==> src/rtl/counter_seq_ctrl_pkg.sv <==
// counter_seq_ctrl_pkg: shared state encodings and default width for the counter sequencer.
package counter_seq_ctrl_pkg;
  typedef enum logic [1:0] {
    ST_IDLE   = 2'b00,
    ST_RUN    = 2'b01,
    ST_PAUSED = 2'b10
  } state_t;
  localparam int CNT_WIDTH_DEF = 4;
endpackage

==> src/rtl/counter_seq_ctrl_if.sv <==
// counter_seq_ctrl_if: host-side start/stop handshake and status; COUNT_SEQ_PAUSE_EN adds pause.
interface counter_seq_ctrl_if #(
  parameter int WIDTH = 4
);
  logic start, stop, periodic, busy, done;
  logic [WIDTH-1:0] limit, count;
`ifdef COUNT_SEQ_PAUSE_EN
  logic pause;
  modport master(output start, stop, periodic, limit, pause, input busy, done, count);
  modport slave(input start, stop, periodic, limit, pause, output busy, done, count);
`else
  modport master(output start, stop, periodic, limit, input busy, done, count);
  modport slave(input start, stop, periodic, limit, output busy, done, count);
`endif
endinterface

==> src/rtl/counter_seq_ctrl_core.sv <==
// counter_core: ffd-based WIDTH-bit counter with synchronous clear and enable.
module ffd (
  input  logic clk,
  input  logic rst,
  input  logic d,
  output logic q
);
  always_ff @(posedge clk or posedge rst)
    if (rst) q <= 1'b0;
    else q <= d;
endmodule

module counter_core
  import counter_seq_ctrl_pkg::*;
#(
  parameter int WIDTH = CNT_WIDTH_DEF
) (
  input  logic             clk,
  input  logic             rst,
  input  logic             en,
  input  logic             clr,
  output logic [WIDTH-1:0] q
);
  logic [WIDTH-1:0] d;
  assign d = clr ? '0 : en ? q + 1'b1 : q;
  for (genvar i = 0; i < WIDTH; i++) begin : g_bit
    ffd u_ffd (.clk, .rst, .d(d[i]), .q(q[i]));
  end
endmodule

==> src/rtl/counter_seq_ctrl.sv <==
// counter_seq_ctrl: interval-timer sequencer owning counter en/clr; COUNT_SEQ_PAUSE_EN adds pause/PAUSED.
module counter_seq_ctrl
  import counter_seq_ctrl_pkg::*;
#(
  parameter int WIDTH = CNT_WIDTH_DEF
) (
  input logic               clk,
  input logic               rst,
  counter_seq_ctrl_if.slave bus
);
  state_t state, state_next;
  logic [WIDTH-1:0] limit_q, q;
  logic periodic_q, en, clr, load, done_next, hold, busy, done;
`ifdef COUNT_SEQ_PAUSE_EN
  assign hold = bus.pause;
`else
  assign hold = 1'b0;
`endif
  counter_core #(.WIDTH(WIDTH)) core (.clk, .rst, .en, .clr, .q);
  // stop beats pause, pause beats terminal; PAUSED with pause low steps exactly like RUN
  always_comb begin
    state_next = state;
    en = 1'b0;
    clr = 1'b0;
    load = 1'b0;
    done_next = 1'b0;
    case (state)
      ST_IDLE: begin
        clr = 1'b1;
        if (bus.start && !bus.stop) begin
          state_next = ST_RUN;
          load = 1'b1;
        end
      end
      default: begin
        if (bus.stop) begin
          state_next = ST_IDLE;
          clr = 1'b1;
        end else if (hold) begin
          state_next = ST_PAUSED;
        end else if (q == limit_q) begin
          state_next = periodic_q ? ST_RUN : ST_IDLE;
          clr = 1'b1;
          done_next = 1'b1;
        end else begin
          state_next = ST_RUN;
          en = 1'b1;
        end
      end
    endcase
  end
  always_ff @(posedge clk or posedge rst)
    if (rst) begin
      state <= ST_IDLE;
      busy <= 1'b0;
      done <= 1'b0;
      limit_q <= '0;
      periodic_q <= 1'b0;
    end else begin
      state <= state_next;
      busy <= state_next != ST_IDLE;
      done <= done_next;
      if (load) begin
        limit_q <= bus.limit;
        periodic_q <= bus.periodic;
      end
    end
  assign bus.busy = busy;
  assign bus.done = done;
  assign bus.count = q;
endmodule

==> src/flat_wrapper.sv <==
// flat-port wrapper written by rule: the top's interface ports become plain ports
module counter_seq_ctrl_flat import counter_seq_ctrl_pkg::*;
#(
  parameter int WIDTH = CNT_WIDTH_DEF
)
  (clk, rst, bus_start, bus_stop, bus_periodic, bus_limit, bus_busy, bus_done, bus_count);
  counter_seq_ctrl_if #(.WIDTH(WIDTH)) bus_i ();
  input logic clk;
  input logic rst;
  input wire logic [$bits(bus_i.start)-1:0] bus_start;
  input wire logic [$bits(bus_i.stop)-1:0] bus_stop;
  input wire logic [$bits(bus_i.periodic)-1:0] bus_periodic;
  input wire logic [$bits(bus_i.limit)-1:0] bus_limit;
  output wire logic [$bits(bus_i.busy)-1:0] bus_busy;
  output wire logic [$bits(bus_i.done)-1:0] bus_done;
  output wire logic [$bits(bus_i.count)-1:0] bus_count;
  assign bus_i.start = bus_start;
  assign bus_i.stop = bus_stop;
  assign bus_i.periodic = bus_periodic;
  assign bus_i.limit = bus_limit;
  assign bus_busy = bus_i.busy;
  assign bus_done = bus_i.done;
  assign bus_count = bus_i.count;
  counter_seq_ctrl #(.WIDTH(WIDTH)) u_core (.clk(clk), .rst(rst), .bus(bus_i));
endmodule
==> config.mk <==
export PLATFORM = sky130hd
export DESIGN_NAME = counter_seq_ctrl_flat
export DESIGN_NICKNAME = d
export VERILOG_FILES = /design/src/rtl/counter_seq_ctrl_pkg.sv /design/src/rtl/counter_seq_ctrl_if.sv /design/src/rtl/counter_seq_ctrl_core.sv /design/src/rtl/counter_seq_ctrl.sv /design/src/flat_wrapper.sv
export SDC_FILE = /design/constraint.sdc
export NUM_CORES = 1
export LEC_CHECK = 0
export CAP_MARGIN = 20
export CELL_PAD_IN_SITES_DETAIL_PLACEMENT = 1
export CELL_PAD_IN_SITES_GLOBAL_PLACEMENT = 1
export CORE_MARGIN = 2
export CORE_UTILIZATION = 39
export CTS_BUF_LIST = sky130_fd_sc_hd__clkbuf_16
export CTS_CLUSTER_DIAMETER = 120
export DETAILED_ROUTE_END_ITERATION = 10
export MAX_ROUTING_LAYER = met4
export PLACE_DENSITY = 0.82
export SETUP_SLACK_MARGIN = 0.02
export SKIP_CTS_REPAIR_TIMING = 1
export SLEW_MARGIN = 20
export SYNTH_ARGS = -nofsm -noshare
export SYNTH_HDL_FRONTEND = slang
export SYNTH_SLANG_ARGS = --single-unit
==> constraint.sdc <==
create_clock -name clk -period 2 [get_ports clk]
set_input_delay 0.2 -clock clk [delete_from_list [all_inputs] [get_ports clk]]
set_output_delay 0.2 -clock clk [all_outputs]
set_load 0.005 [all_outputs]
==> results by group <==
Outcome
  • Run status: finished, final reports clean

Drt
  • Routed via count: 382
  • Routed length per placed instance: 13.79 um
  • Vias per std cell: 4.961
  • DRC violations left: 0
  • Count of TritonRoute iterations in the first routing pass: 1
  • First-iteration detailed-routing DRC count: 0
  • Total wire length after detailed routing: 1062 um
  • Routed Antenna Nets: 0

Critical path
  • CP startpoint kind: input port
  • Capturing element type of the critical path: register
  • Required time of the critical path: 2.12 ns
  • Slowest Stage Delay on Critical Path: 0.51 ns
  • Arrival time at the worst endpoint: 1.55 ns
  • Crit-path slowest cell: clkdlybuf4s50_1
  • Setup Crit Path Kind: input port to register
  • Cell-by-cell listing of the critical path: clkdlybuf4s50_1 > nor4b_4 > mux2_2
  • Maximum fanout along the worst path: 5

Clock network
  • Clock Sinks: 13
  • Clock network latency to the later pin of the worst-skew pair: 0.24 ns
  • Clock-pin slew on the worst setup and hold paths: 0.05 ns
  • Clock Tree Root: clkbuf_16
  • Number of CTS-inserted buffers: 3
  • Clock tree from TritonCTS: done
  • Total number of H-tree levels: 1
  • Maximum buffer depth of the clock tree: 2

Floorplanning
  • Die area: 1881 um^2
  • Chip height: 43.37 um
  • Top-level I/O count: 15
  • Starting utilization of the core area: 0.4107
  • Placement Rows: 14
  • Area of the core: 1471 um^2
  • DIE WIDTH: 43.37 um

Synthesis
  • Count of yosys warnings during synthesis: 0
  • Synthesized net count: 57
  • Proportion of synthesized chip area in sequential cells: 0.5383
  • Number of synthesized register bits: 13
  • Average cell area after synthesis: 12.86 um^2
  • Cell count after synthesis: 47
  • Area of the mapped netlist: 604.3 um^2
  • Count of different cell masters after synthesis: 17

STA
  • Upper clock frequency limit: 699.8 MHz
  • Sum of negative setup slack: 0 ns
  • Worst clock skew on the final layout: 0.004191 ns
  • Number of setup violations in the final report: 0
  • Final worst path period share: 0.7144
  • Setup repair after global routing missed its margin: no
  • Total count of hold-check failures in the final report: 0
  • Max Slew Vio Count: 0
  • Min cycle time layout: 1.429 ns

Global routing
  • Number of antenna violations at the first check in global routing: 0
  • Met3 capacity usage during global routing: 0.03750
  • Met2 routing resource usage after global routing: 0.2030
  • Number of global-route vias before repair: 370
  • Congestion Overflow GR: 0
  • First-pass GRT wire length: 1690 um
  • Maximum number of pins on one net before global-route repair: 14
  • Global routing usage on met1: 0.1604
  • Overall routing resource usage: 0.1311
  • Busiest metal layer after global routing: met2

Place
  • Number of buffer cells added on primary ports: 14
  • HPWL after detailed placement: 767.7 um
  • Routability Congestion: 0.6598

Pwr
  • Worst voltage drop across the vdd grid: 0.5485 mV
  • Total design power: 0.0008655 W
  • Power density over the cells: 1063 nW/um^2
  • Leakage power summed over all cells: 0.3585 nW

Finish
  • Commonest non-fill, non-tap cell in the layout: clkdlybuf4s50_1
  • Count of antenna diodes in the layout: 0
  • Most frequent cells in the layout: 14 x clkdlybuf4s50_1, 13 x dfrtp_1, 6 x nor2_1
  • Proportion of layout cells with a drive suffix above 1: 0.2131
  • Relative area change from synthesis to final layout: 34.78%
  • # nets final: 72

Job
  • Max Cap Viol: 0

Min path
  • Path category of the worst min-delay check: input port to asynchronous set/reset pin
[layout make-up]
| cell class | count | area, um^2 |
|---|---|---|
| fillers | 156 | 656.9 |
| flip-flops and latches | 13 | 325.3 |
| multi-input cells | 28 | 241.5 |
| repair buffers | 14 | 140.1 |
| clock buffers | 3 | 75.07 |
| well taps | 16 | 20.02 |
| inverters | 2 | 7.507 |
| clock inverters | 1 | 5.005 |
[routing by layer]
layer / up-vias / part of all wire / wire, um
met4: 0 / 0.0056 / 6
met5: - / 0 / 0
li1: 181 / - / -
met3: 2 / 0.047 / 50
met1: 190 / 0.44 / 472
met2: 9 / 0.50 / 532
[report_power, final]
| part | switching, W | leakage, nW | total (W) | internal [W] |
|---|---|---|---|---|
| clock | 0.000104 | 0.0409 | 0.000369 | 0.000265 |
| sequential | 0.0000355 | 0.164 | 0.000342 | 0.000307 |
| combinational | 0.0000693 | 0.154 | 0.000154 | 0.0000842 |
| total | 0.000209 | 0.358 | 0.000866 | 0.000656 |
[critical path: cells and delay by family]
kind / cells / cell delay [ns]
AND/OR/NAND/NOR: 1 / 0.46
buffers and inverters: 1 / 0.51
multiplexers: 1 / 0.38
[Yosys cell counts]
master,count,area share
dfrtp_1,13,0.54
nor2_1,6,0.037
mux2_2,5,0.093
xor2_1,5,0.072
buf_4,4,0.050
a211oi_1,2,0.025
inv_1,2,0.012
and2_1,1,0.010
conb_1,1,0.0062
ha_1,1,0.021
nand3_1,1,0.0083
nor3_1,1,0.0083
nor4_2,1,0.021
nor4b_4,1,0.039
o21ba_2,1,0.017
o41ai_2,1,0.027
xnor2_1,1,0.014
[stage by stage]
stage | area (um^2) | std cells | hold WS [ns] | utilization | setup slack (ns)
floorplan | 604.3 | 47 | 0.07696 | - | 0.7371
global placement | 734.5 | 73 | 0.4956 | 0.4992 | 0.3484
detailed placement | 734.5 | 73 | 0.4993 | 0.4992 | 0.3312
CTS | 814.5 | 77 | 0.3010 | 0.5536 | 0.5653
global route | 814.5 | 77 | 0.3391 | 0.5536 | 0.5068
finish | 814.5 | 77 | 0.2842 | 0.5536 | 0.5711
[flip-flops by register name, indices dropped and copies added (netlist names)]
register                   cells
u_core.core.g_bit.u_ffd.q      4
u_core.periodic_q              1
u_core.bus.done                1
u_core.limit_q                 4
u_core.state                   2
u_core.bus.busy                1
[worst paths after layout]
kind,startpoint,to,slack [ns],cells past startpoint
setup / recovery,bus_stop,u_core.limit_q[3],0.57,3
hold / removal,rst,u_core.core.g_bit[3].u_ffd.q,0.28,2
setup reg to reg,u_core.core.g_bit[0].u_ffd.q,u_core.core.g_bit[3].u_ffd.q,0.59,3
hold reg to reg,u_core.periodic_q,u_core.periodic_q,0.52,1
max in group asynchronous,rst,u_core.state[1],1.38,2
min in group clk,u_core.periodic_q,u_core.periodic_q,0.52,1
[kinds of logic (layout without fill, tap and decap cells)]
group / Yosys count / after routing / synth area share
AOI/OAI and AO/OA: 4 / 4 / 0.06832
xor gates and xnor gates: 6 / 6 / 0.08696
adders and majority gates: 1 / 1 / 0.02070
buffers and inverters: 6 / 20 / 0.06212
DFF: 13 / 13 / 0.5383
muxes: 5 / 5 / 0.09316
other: 1 / 1 / 0.006205
and+or+nand+nor: 11 / 11 / 0.1242
(Power assumes the default switching activity.)
